==> src/rtl/stage4_mem_pkg.sv <==
// Shared definitions for pipeline stage 4: word type, funct3 access encodings
// and the memory-access FSM states.
package stage4_mem_pkg;

  typedef logic [31:0] word;

  localparam logic [2:0] F3_B  = 3'd0;
  localparam logic [2:0] F3_H  = 3'd1;
  localparam logic [2:0] F3_W  = 3'd2;
  localparam logic [2:0] F3_BU = 3'd4;
  localparam logic [2:0] F3_HU = 3'd5;

  typedef enum logic [1:0] {
    S_IDLE = 2'd0,
    S_WAIT = 2'd1,
    S_HOLD = 2'd2
  } state_e;

endpackage

==> src/rtl/mem_lane_align.sv <==
// Combinational byte-lane logic: store strobe/data placement and alignment
// fault detection on the incoming op, load extract/extend on the returned word.
module mem_lane_align
  import stage4_mem_pkg::*;
(
  input  logic       is_load_i,
  input  logic       is_store_i,
  input  logic [2:0] funct3_i,
  input  word        addr_i,
  input  word        store_value_i,
  input  logic [2:0] ld_funct3_i,
  input  logic [1:0] ld_offset_i,
  input  word        rdata_i,
  output logic [3:0] wstrb_o,
  output word        wdata_o,
  output logic       fault_o,
  output word        load_data_o
);

  logic       ld_fault;
  logic       st_fault;
  logic [7:0] byte_sel;
  logic [15:0] half_sel;

  always_comb begin
    wstrb_o = 4'b0000;
    wdata_o = '0;
    case (funct3_i)
      F3_B: begin
        wstrb_o = 4'b0001 << addr_i[1:0];
        wdata_o = {4{store_value_i[7:0]}};
      end
      F3_H: begin
        wstrb_o = addr_i[1] ? 4'b1100 : 4'b0011;
        wdata_o = {2{store_value_i[15:0]}};
      end
      F3_W: begin
        wstrb_o = 4'b1111;
        wdata_o = store_value_i;
      end
      default: ;
    endcase
  end

  // Unsigned variants only exist for loads; stores above SW are illegal.
  always_comb begin
    ld_fault = 1'b0;
    st_fault = 1'b0;
    case (funct3_i)
      F3_B, F3_BU: ld_fault = 1'b0;
      F3_H, F3_HU: ld_fault = addr_i[0];
      F3_W:        ld_fault = |addr_i[1:0];
      default:     ld_fault = 1'b1;
    endcase
    case (funct3_i)
      F3_B:    st_fault = 1'b0;
      F3_H:    st_fault = addr_i[0];
      F3_W:    st_fault = |addr_i[1:0];
      default: st_fault = 1'b1;
    endcase
  end

  assign fault_o = (is_load_i & ld_fault) | (is_store_i & st_fault);

  always_comb begin
    case (ld_offset_i)
      2'd0:    byte_sel = rdata_i[7:0];
      2'd1:    byte_sel = rdata_i[15:8];
      2'd2:    byte_sel = rdata_i[23:16];
      default: byte_sel = rdata_i[31:24];
    endcase
    half_sel = ld_offset_i[1] ? rdata_i[31:16] : rdata_i[15:0];
  end

  always_comb begin
    case (ld_funct3_i)
      F3_B:    load_data_o = {{24{byte_sel[7]}}, byte_sel};
      F3_BU:   load_data_o = {24'd0, byte_sel};
      F3_H:    load_data_o = {{16{half_sel[15]}}, half_sel};
      F3_HU:   load_data_o = {16'd0, half_sel};
      default: load_data_o = rdata_i;
    endcase
  end

endmodule

==> src/rtl/stage4_mem.sv <==
// Pipeline stage 4: passes ALU results through, runs loads/stores over a
// variable-latency req/ack port and freezes upstream while an access is open.
module stage4_mem
  import stage4_mem_pkg::*;
(
  input  logic       clock,
  input  logic       reset,
  input  logic       stall,
  input  logic       valid,
  input  logic       is_load,
  input  logic       is_store,
  input  logic [2:0] funct3,
  input  logic [4:0] rd,
  input  word        eval,
  input  word        store_value,
  // mem_req rises the cycle after accept and holds, with addr/we/wstrb/wdata
  // stable, until the cycle mem_ack is high; mem_rdata is valid on that cycle.
  output logic       mem_req,
  output logic       mem_we,
  output word        mem_addr,
  output logic [3:0] mem_wstrb,
  output word        mem_wdata,
  input  logic       mem_ack,
  input  word        mem_rdata,
  output logic       mem_busy,
  output logic       s4_valid,
  output logic [4:0] s4_rd,
  output word        s4_result,
  output logic       s4_fault,
  output state_e     fsm_state
);

  state_e     state_q;
  logic       req_q, we_q;
  word        addr_q, wdata_q;
  logic [3:0] wstrb_q;
  logic [2:0] f3_q;
  logic [1:0] off_q;
  logic [4:0] rd_q;
  word        pend_result_q;
  logic [4:0] pend_rd_q;
  logic       s4_valid_q, s4_fault_q;
  logic [4:0] s4_rd_q;
  word        s4_result_q;

  logic       accept, is_mem, fault;
  logic [3:0] st_wstrb;
  word        st_wdata, load_data;
  word        wb_result_d;
  logic [4:0] wb_rd_d;

  mem_lane_align u_align (
    .is_load_i     (is_load),
    .is_store_i    (is_store),
    .funct3_i      (funct3),
    .addr_i        (eval),
    .store_value_i (store_value),
    .ld_funct3_i   (f3_q),
    .ld_offset_i   (off_q),
    .rdata_i       (mem_rdata),
    .wstrb_o       (st_wstrb),
    .wdata_o       (st_wdata),
    .fault_o       (fault),
    .load_data_o   (load_data)
  );

  assign accept      = (state_q == S_IDLE) & valid & ~stall;
  assign is_mem      = is_load | is_store;
  assign wb_result_d = we_q ? '0 : load_data;
  assign wb_rd_d     = we_q ? 5'd0 : rd_q;
  assign mem_busy    = (state_q != S_IDLE) | (accept & is_mem & ~fault);

  always_ff @(posedge clock or posedge reset) begin
    if (reset) begin
      state_q       <= S_IDLE;
      req_q         <= 1'b0;
      we_q          <= 1'b0;
      addr_q        <= '0;
      wdata_q       <= '0;
      wstrb_q       <= 4'b0000;
      f3_q          <= 3'd0;
      off_q         <= 2'd0;
      rd_q          <= 5'd0;
      pend_result_q <= '0;
      pend_rd_q     <= 5'd0;
      s4_valid_q    <= 1'b0;
      s4_fault_q    <= 1'b0;
      s4_rd_q       <= 5'd0;
      s4_result_q   <= '0;
    end else begin
      // Output is a one-cycle pulse; stall freezes it along with everything else.
      if (!stall) s4_valid_q <= 1'b0;
      case (state_q)
        S_IDLE: begin
          if (accept) begin
            if (!is_mem) begin
              s4_valid_q  <= 1'b1;
              s4_fault_q  <= 1'b0;
              s4_result_q <= eval;
              s4_rd_q     <= rd;
            end else if (fault) begin
              s4_valid_q  <= 1'b1;
              s4_fault_q  <= 1'b1;
              s4_result_q <= '0;
              s4_rd_q     <= 5'd0;
            end else begin
              req_q   <= 1'b1;
              we_q    <= is_store;
              addr_q  <= {eval[31:2], 2'b00};
              wstrb_q <= is_store ? st_wstrb : 4'b0000;
              wdata_q <= is_store ? st_wdata : '0;
              f3_q    <= funct3;
              off_q   <= eval[1:0];
              rd_q    <= rd;
              state_q <= S_WAIT;
            end
          end
        end
        S_WAIT: begin
          if (mem_ack) begin
            req_q <= 1'b0;
            if (!stall) begin
              s4_valid_q  <= 1'b1;
              s4_fault_q  <= 1'b0;
              s4_result_q <= wb_result_d;
              s4_rd_q     <= wb_rd_d;
              state_q     <= S_IDLE;
            end else begin
              pend_result_q <= wb_result_d;
              pend_rd_q     <= wb_rd_d;
              state_q       <= S_HOLD;
            end
          end
        end
        S_HOLD: begin
          if (!stall) begin
            s4_valid_q  <= 1'b1;
            s4_fault_q  <= 1'b0;
            s4_result_q <= pend_result_q;
            s4_rd_q     <= pend_rd_q;
            state_q     <= S_IDLE;
          end
        end
        default: state_q <= S_IDLE;
      endcase
    end
  end

  assign mem_req   = req_q;
  assign mem_we    = we_q;
  assign mem_addr  = addr_q;
  assign mem_wstrb = wstrb_q;
  assign mem_wdata = wdata_q;
  assign s4_valid  = s4_valid_q;
  assign s4_rd     = s4_rd_q;
  assign s4_result = s4_result_q;
  assign s4_fault  = s4_fault_q;
  assign fsm_state = state_q;

endmodule

==> config.mk <==
export PLATFORM = sky130hd
export DESIGN_NAME = stage4_mem
export DESIGN_NICKNAME = d
export VERILOG_FILES = /design/src/rtl/stage4_mem_pkg.sv /design/src/rtl/mem_lane_align.sv /design/src/rtl/stage4_mem.sv
export SDC_FILE = /design/constraint.sdc
export NUM_CORES = 1
export LEC_CHECK = 0
export ABC_CLOCK_PERIOD_IN_PS = 4900
export BUFFER_PORTS_ARGS = -buffer_cell sky130_fd_sc_hd__buf_2
export CORE_MARGIN = 2
export CORE_UTILIZATION = 50
export CTS_CLUSTER_DIAMETER = 100
export DETAILED_ROUTE_END_ITERATION = 10
export GPL_TIMING_DRIVEN = 0
export PLACE_DENSITY = 0.75
export RECOVER_POWER = 25
export REMOVE_ABC_BUFFERS = 1
export SLEW_MARGIN = 0
export SYNTH_ARGS = -nofsm -noshare
export SYNTH_HDL_FRONTEND = slang
export SYNTH_SLANG_ARGS = --single-unit
==> constraint.sdc <==
create_clock -name clock -period 4.9 [get_ports clock]
set_input_delay 0.245 -clock clock [delete_from_list [all_inputs] [get_ports clock]]
set_output_delay 0.245 -clock clock [all_outputs]
set_load 0.05 [all_outputs]
==> impl_table.tex <==
\begin{tabular}{lr}
\hline
Metric & Value \\
\hline
\multicolumn{2}{l}{\textbf{Timing}} \\
Maximum frequency from static timing analysis & 0.291 GHz \\
Unrepaired setup endpoints after global routing & false \\
Setup TNS after final layout & 0 ps \\
Share of the clock period used by the worst path after layout & 0.702 \\
Relative slew slack & -0.232 \\
Count of final max-slew check failures & 39 \\
Post-layout minimum cycle time & between 3000 and 4000 ps \\
Number of endpoints with negative hold slack in the final report & 0 \\
Post-Route Skew & between 9 and 10 ps \\
Transition at the pin with the smallest max-transition slack & 1840 ps \\
Final number of setup-violating endpoints & 0 \\
\multicolumn{2}{l}{\textbf{Die}} \\
Starting density of the core & 0.509 \\
Placeable core area & 0.0151 mm2 \\
Placement row count & 45 \\
Die Wd & between 100 and 150 um \\
\# IOs & 223 \\
Vert. Die Dim & 128 um \\
Overall die area & about 0.016 mm2 \\
\multicolumn{2}{l}{\textbf{Clock tree}} \\
Clock slew at reported path FFs & 60 ps \\
Cell at the root of the clock tree & sky130\_fd\_sc\_hd\_\_clkbuf\_16 \\
CTS HTree Levels & 4 \\
Post CTS Setup Buffer Count & 0 \\
Clock tree sinks & 156 \\
Clock Path Buffers & 2 \\
Clk Latency, worst-skew pair & about 420 ps \\
TritonCTS clock tree & yes \\
Clock buffers created by TritonCTS & 17 \\
\multicolumn{2}{l}{\textbf{Synth}} \\
Number of flip-flops and latches in the synthesized netlist & 156 \\
Count of flip-flops with a built-in enable after synthesis & 0 \\
Number of instances in the synthesized netlist & 768 \\
Synth Cell Area & 0.00771 mm2 \\
Primary flip-flop cell chosen by synthesis mapping & sky130\_fd\_sc\_hd\_\_dfrtp\_1 \\
Number of distinct library cell variants in the gate-level netlist after synthesis & 51 \\
Warning count from the yosys run & 0 \\
Share of the yosys chip area belonging to registers & 0.506 \\
FFs w/ async S/R, synth & 1.00 \\
Syn\_area\_per\_cell & about 10 um2 \\
\multicolumn{2}{l}{\textbf{Placement}} \\
Weighted congestion at the end of routability-driven global placement & just over 0.8 \\
DPL Wire Length & 15300 um \\
Number of port buffers & 220 \\
Post-place instance area & 0.00900 mm2 \\
\multicolumn{2}{l}{\textbf{Cells and area}} \\
Net total in the final layout & between 1000 and 1500 \\
Layout Cell Area excl Fill & 0.00957 mm2 \\
Proportion of layout cells with a drive suffix above 1 & 0.308 \\
Area Overhead vs Synth & 24.1\% \\
Most common cell after layout, fill and taps aside & sky130\_fd\_sc\_hd\_\_buf\_2 \\
Most frequent cells in the layout & 199 x sky130\_fd\_sc\_hd\_\_buf\_2, 156 x sky130\_fd\_sc\_hd\_\_dfrtp\_1, 93 x sky130\_fd\_sc\_hd\_\_nand2\_1 \\
\multicolumn{2}{l}{\textbf{Power and ir drop}} \\
Leakage power figure & 4.48 nW \\
Proportion of power drawn by flip-flops and latches & 0.299 \\
Power density of the placed cells & 778 mW/mm2 \\
Clk network pwr share & 0.177 \\
Switching share of power & 0.486 \\
Switch Pwr & 0.00362 W \\
Comb power frac & 0.524 \\
Maximum VDD drop & 0.302 mV \\
Power Internal & 0.00383 W \\
\multicolumn{2}{l}{\textbf{Setup path}} \\
Arrival time at the worst endpoint & 3790 ps \\
Critical path launch point type & flip-flop \\
Largest driver fanout on the critical path & 17 \\
Reg2Reg Launch Point & off\_q[1] \\
Crit Path Category & reg -> reg \\
Crit path capture & pend\_result\_q[25] \\
Register-to-register setup slack & roughly 1500 ps \\
Endpoint kind of the worst setup timing path & flip-flop \\
Reg2reg end & pend\_result\_q[25] \\
Setup crit start & off\_q[1] \\
Length in cells of the worst reg-to-reg path & 4 \\
Required time of the critical path & 5250 ps \\
\multicolumn{2}{l}{\textbf{Outcome}} \\
Violations in the final reports & max-capacitance violations, max-slew violations \\
Run status & complete, but fails checks \\
\multicolumn{2}{l}{\textbf{Global route}} \\
Combined global-route utilization of all metal layers & 0.270 \\
Total global routing overflow & 0 \\
Antenna violations before repair & 1 \\
Pin count of the biggest net entering global routing & 119 \\
Via count of the first global-routing pass & 6377 \\
Global-route wire length before repair & 34500 um \\
\multicolumn{2}{l}{\textbf{Detailed routing}} \\
Wire length per cell after detailed routing & 18.8 um \\
Total via count in the routed design & 6773 \\
Detailed Route Iter0 Violations & 563 \\
Final wirelength & 21800 um \\
Residual DRC & 0 \\
Number of vias per cell & 5.85 \\
Final antenna-violating net count & 0 \\
Number of iterations in the first detailed-routing pass & 6 \\
\multicolumn{2}{l}{\textbf{Run}} \\
Max-cap violation count & 1 \\
\multicolumn{2}{l}{\textbf{Hold path}} \\
Class of the most critical hold timing path & in -> reg \\
\hline
\end{tabular}
layout make-up:
type                    instances  area, um2
fillers                      1307       5580
flip-flops and latches        156       3900
multi-input cells             537       3470
repair buffers                233       1320
clock buffers                  22        474
well taps                     188        235
clock inverters                 9        113
inverters                      12       46.3
diodes                          1       2.50
power groups by stage:
stage	logic [W]	clock network, W	registers, W
6_report	0.00390	0.00132	0.00223
3_5_place_dp	0.00391	0	0.00223
5_1_grt	0.00418	0.00139	0.00230
3_3_place_gp	0.00369	0	0.00221
4_1_cts	0.00393	0.00133	0.00222
2_1_floorplan	0.00154	0	0.00353
worst min-delay path by stage:
stage | from | end | slack (ps) | cells after the start
final | store_value[5] | mem_wdata[5] | 70 | 3
after global routing | store_value[5] | mem_wdata[5] | 70 | 3
after CTS | store_value[5] | mem_wdata[5] | 50 | 3
after detailed placement | reset | mem_wdata[2] | 240 | 2
after global placement | mem_wdata[1] | mem_wdata[1] | 460 | 2
after floorplan | store_value[0] | mem_wdata[0] | 380 | 2
per-layer routing:
layer / track usage / vias up / wire length [um]
met5: 0 / - / 0
met1: 0.362 / 3307 / 9590
met3: 0.0722 / 25 / 1600
met4: 0.0672 / 0 / 277
met2: 0.437 / 266 / 10300
li1: - / 3175 / -
timing repair:
item	in CTS	in global routing
endpoints found under the hold margin	38	0
hold buffers	1	0
gates resized for setup	0	0
sequential cells by signal (all words and copies together) (netlist names):
signal,flops
pend_result_q,32
fsm_state,2
off_q,2
mem_we,1
s4_valid,1
mem_addr,30
s4_fault,1
s4_result,32
mem_req,1
mem_wdata,32
pend_rd_q,5
mem_wstrb,4
rd_q,5
f3_q,3
s4_rd,5
critical path, stage by stage (launching register included):
cell,delay [ps]
sky130_fd_sc_hd__dfrtp_1,690
sky130_fd_sc_hd__mux2i_1,190
sky130_fd_sc_hd__o31ai_2,1090
sky130_fd_sc_hd__nor2b_1,1140
sky130_fd_sc_hd__a22o_1,270
logic make-up after synthesis:
kind of cell,count (synthesis),share of synthesized area
flops,156,0.506
simple gates,203,0.123
fa+ha+maj,4,0.00649
compound gates,280,0.245
mux,48,0.0711
buf+inv,76,0.0480
other cells,1,0.000486
cell usage after synthesis, types with 4 or more instances:
library cell / instances / area share
sky130_fd_sc_hd__o31ai_1: 7 / 0.0068
sky130_fd_sc_hd__inv_1: 12 / 0.0058
sky130_fd_sc_hd__mux2_2: 44 / 0.064
sky130_fd_sc_hd__buf_6: 8 / 0.012
sky130_fd_sc_hd__a21o_1: 24 / 0.023
sky130_fd_sc_hd__o22ai_1: 10 / 0.0081
sky130_fd_sc_hd__nand2b_1: 24 / 0.019
sky130_fd_sc_hd__nand4_1: 17 / 0.014
sky130_fd_sc_hd__dfrtp_1: 156 / 0.51
sky130_fd_sc_hd__a22o_1: 29 / 0.033
sky130_fd_sc_hd__a22oi_1: 36 / 0.035
sky130_fd_sc_hd__o21ai_0: 66 / 0.043
sky130_fd_sc_hd__buf_2: 11 / 0.0071
sky130_fd_sc_hd__nand3_1: 4 / 0.0026
sky130_fd_sc_hd__o211ai_1: 13 / 0.013
sky130_fd_sc_hd__nand2_1: 93 / 0.045
sky130_fd_sc_hd__nor2b_1: 19 / 0.015
sky130_fd_sc_hd__clkbuf_1: 40 / 0.019
sky130_fd_sc_hd__o21a_1: 15 / 0.015
sky130_fd_sc_hd__a31oi_1: 20 / 0.016
sky130_fd_sc_hd__ha_1: 4 / 0.0065
sky130_fd_sc_hd__nor2_1: 37 / 0.018
sky130_fd_sc_hd__a222oi_1: 6 / 0.0078
sky130_fd_sc_hd__a21oi_1: 37 / 0.024
stage by stage:
stage | worst slack, ps | total power, W | util | std cells | hold slack [ps]
4_1_cts | 1480 | 0.00748 | 0.634 | 1157 | 54.4
6_report | 1460 | 0.00744 | 0.632 | 1158 | 67.0
3_5_place_dp | 1500 | 0.00614 | 0.594 | 1125 | 242
3_3_place_gp | -3960 | 0.00590 | 0.576 | 1113 | 458
5_1_grt | 1350 | 0.00787 | 0.632 | 1157 | 65.2
2_1_floorplan | -1180 | 0.00506 | - | 705 | 381
(Power assumes the default switching activity.)
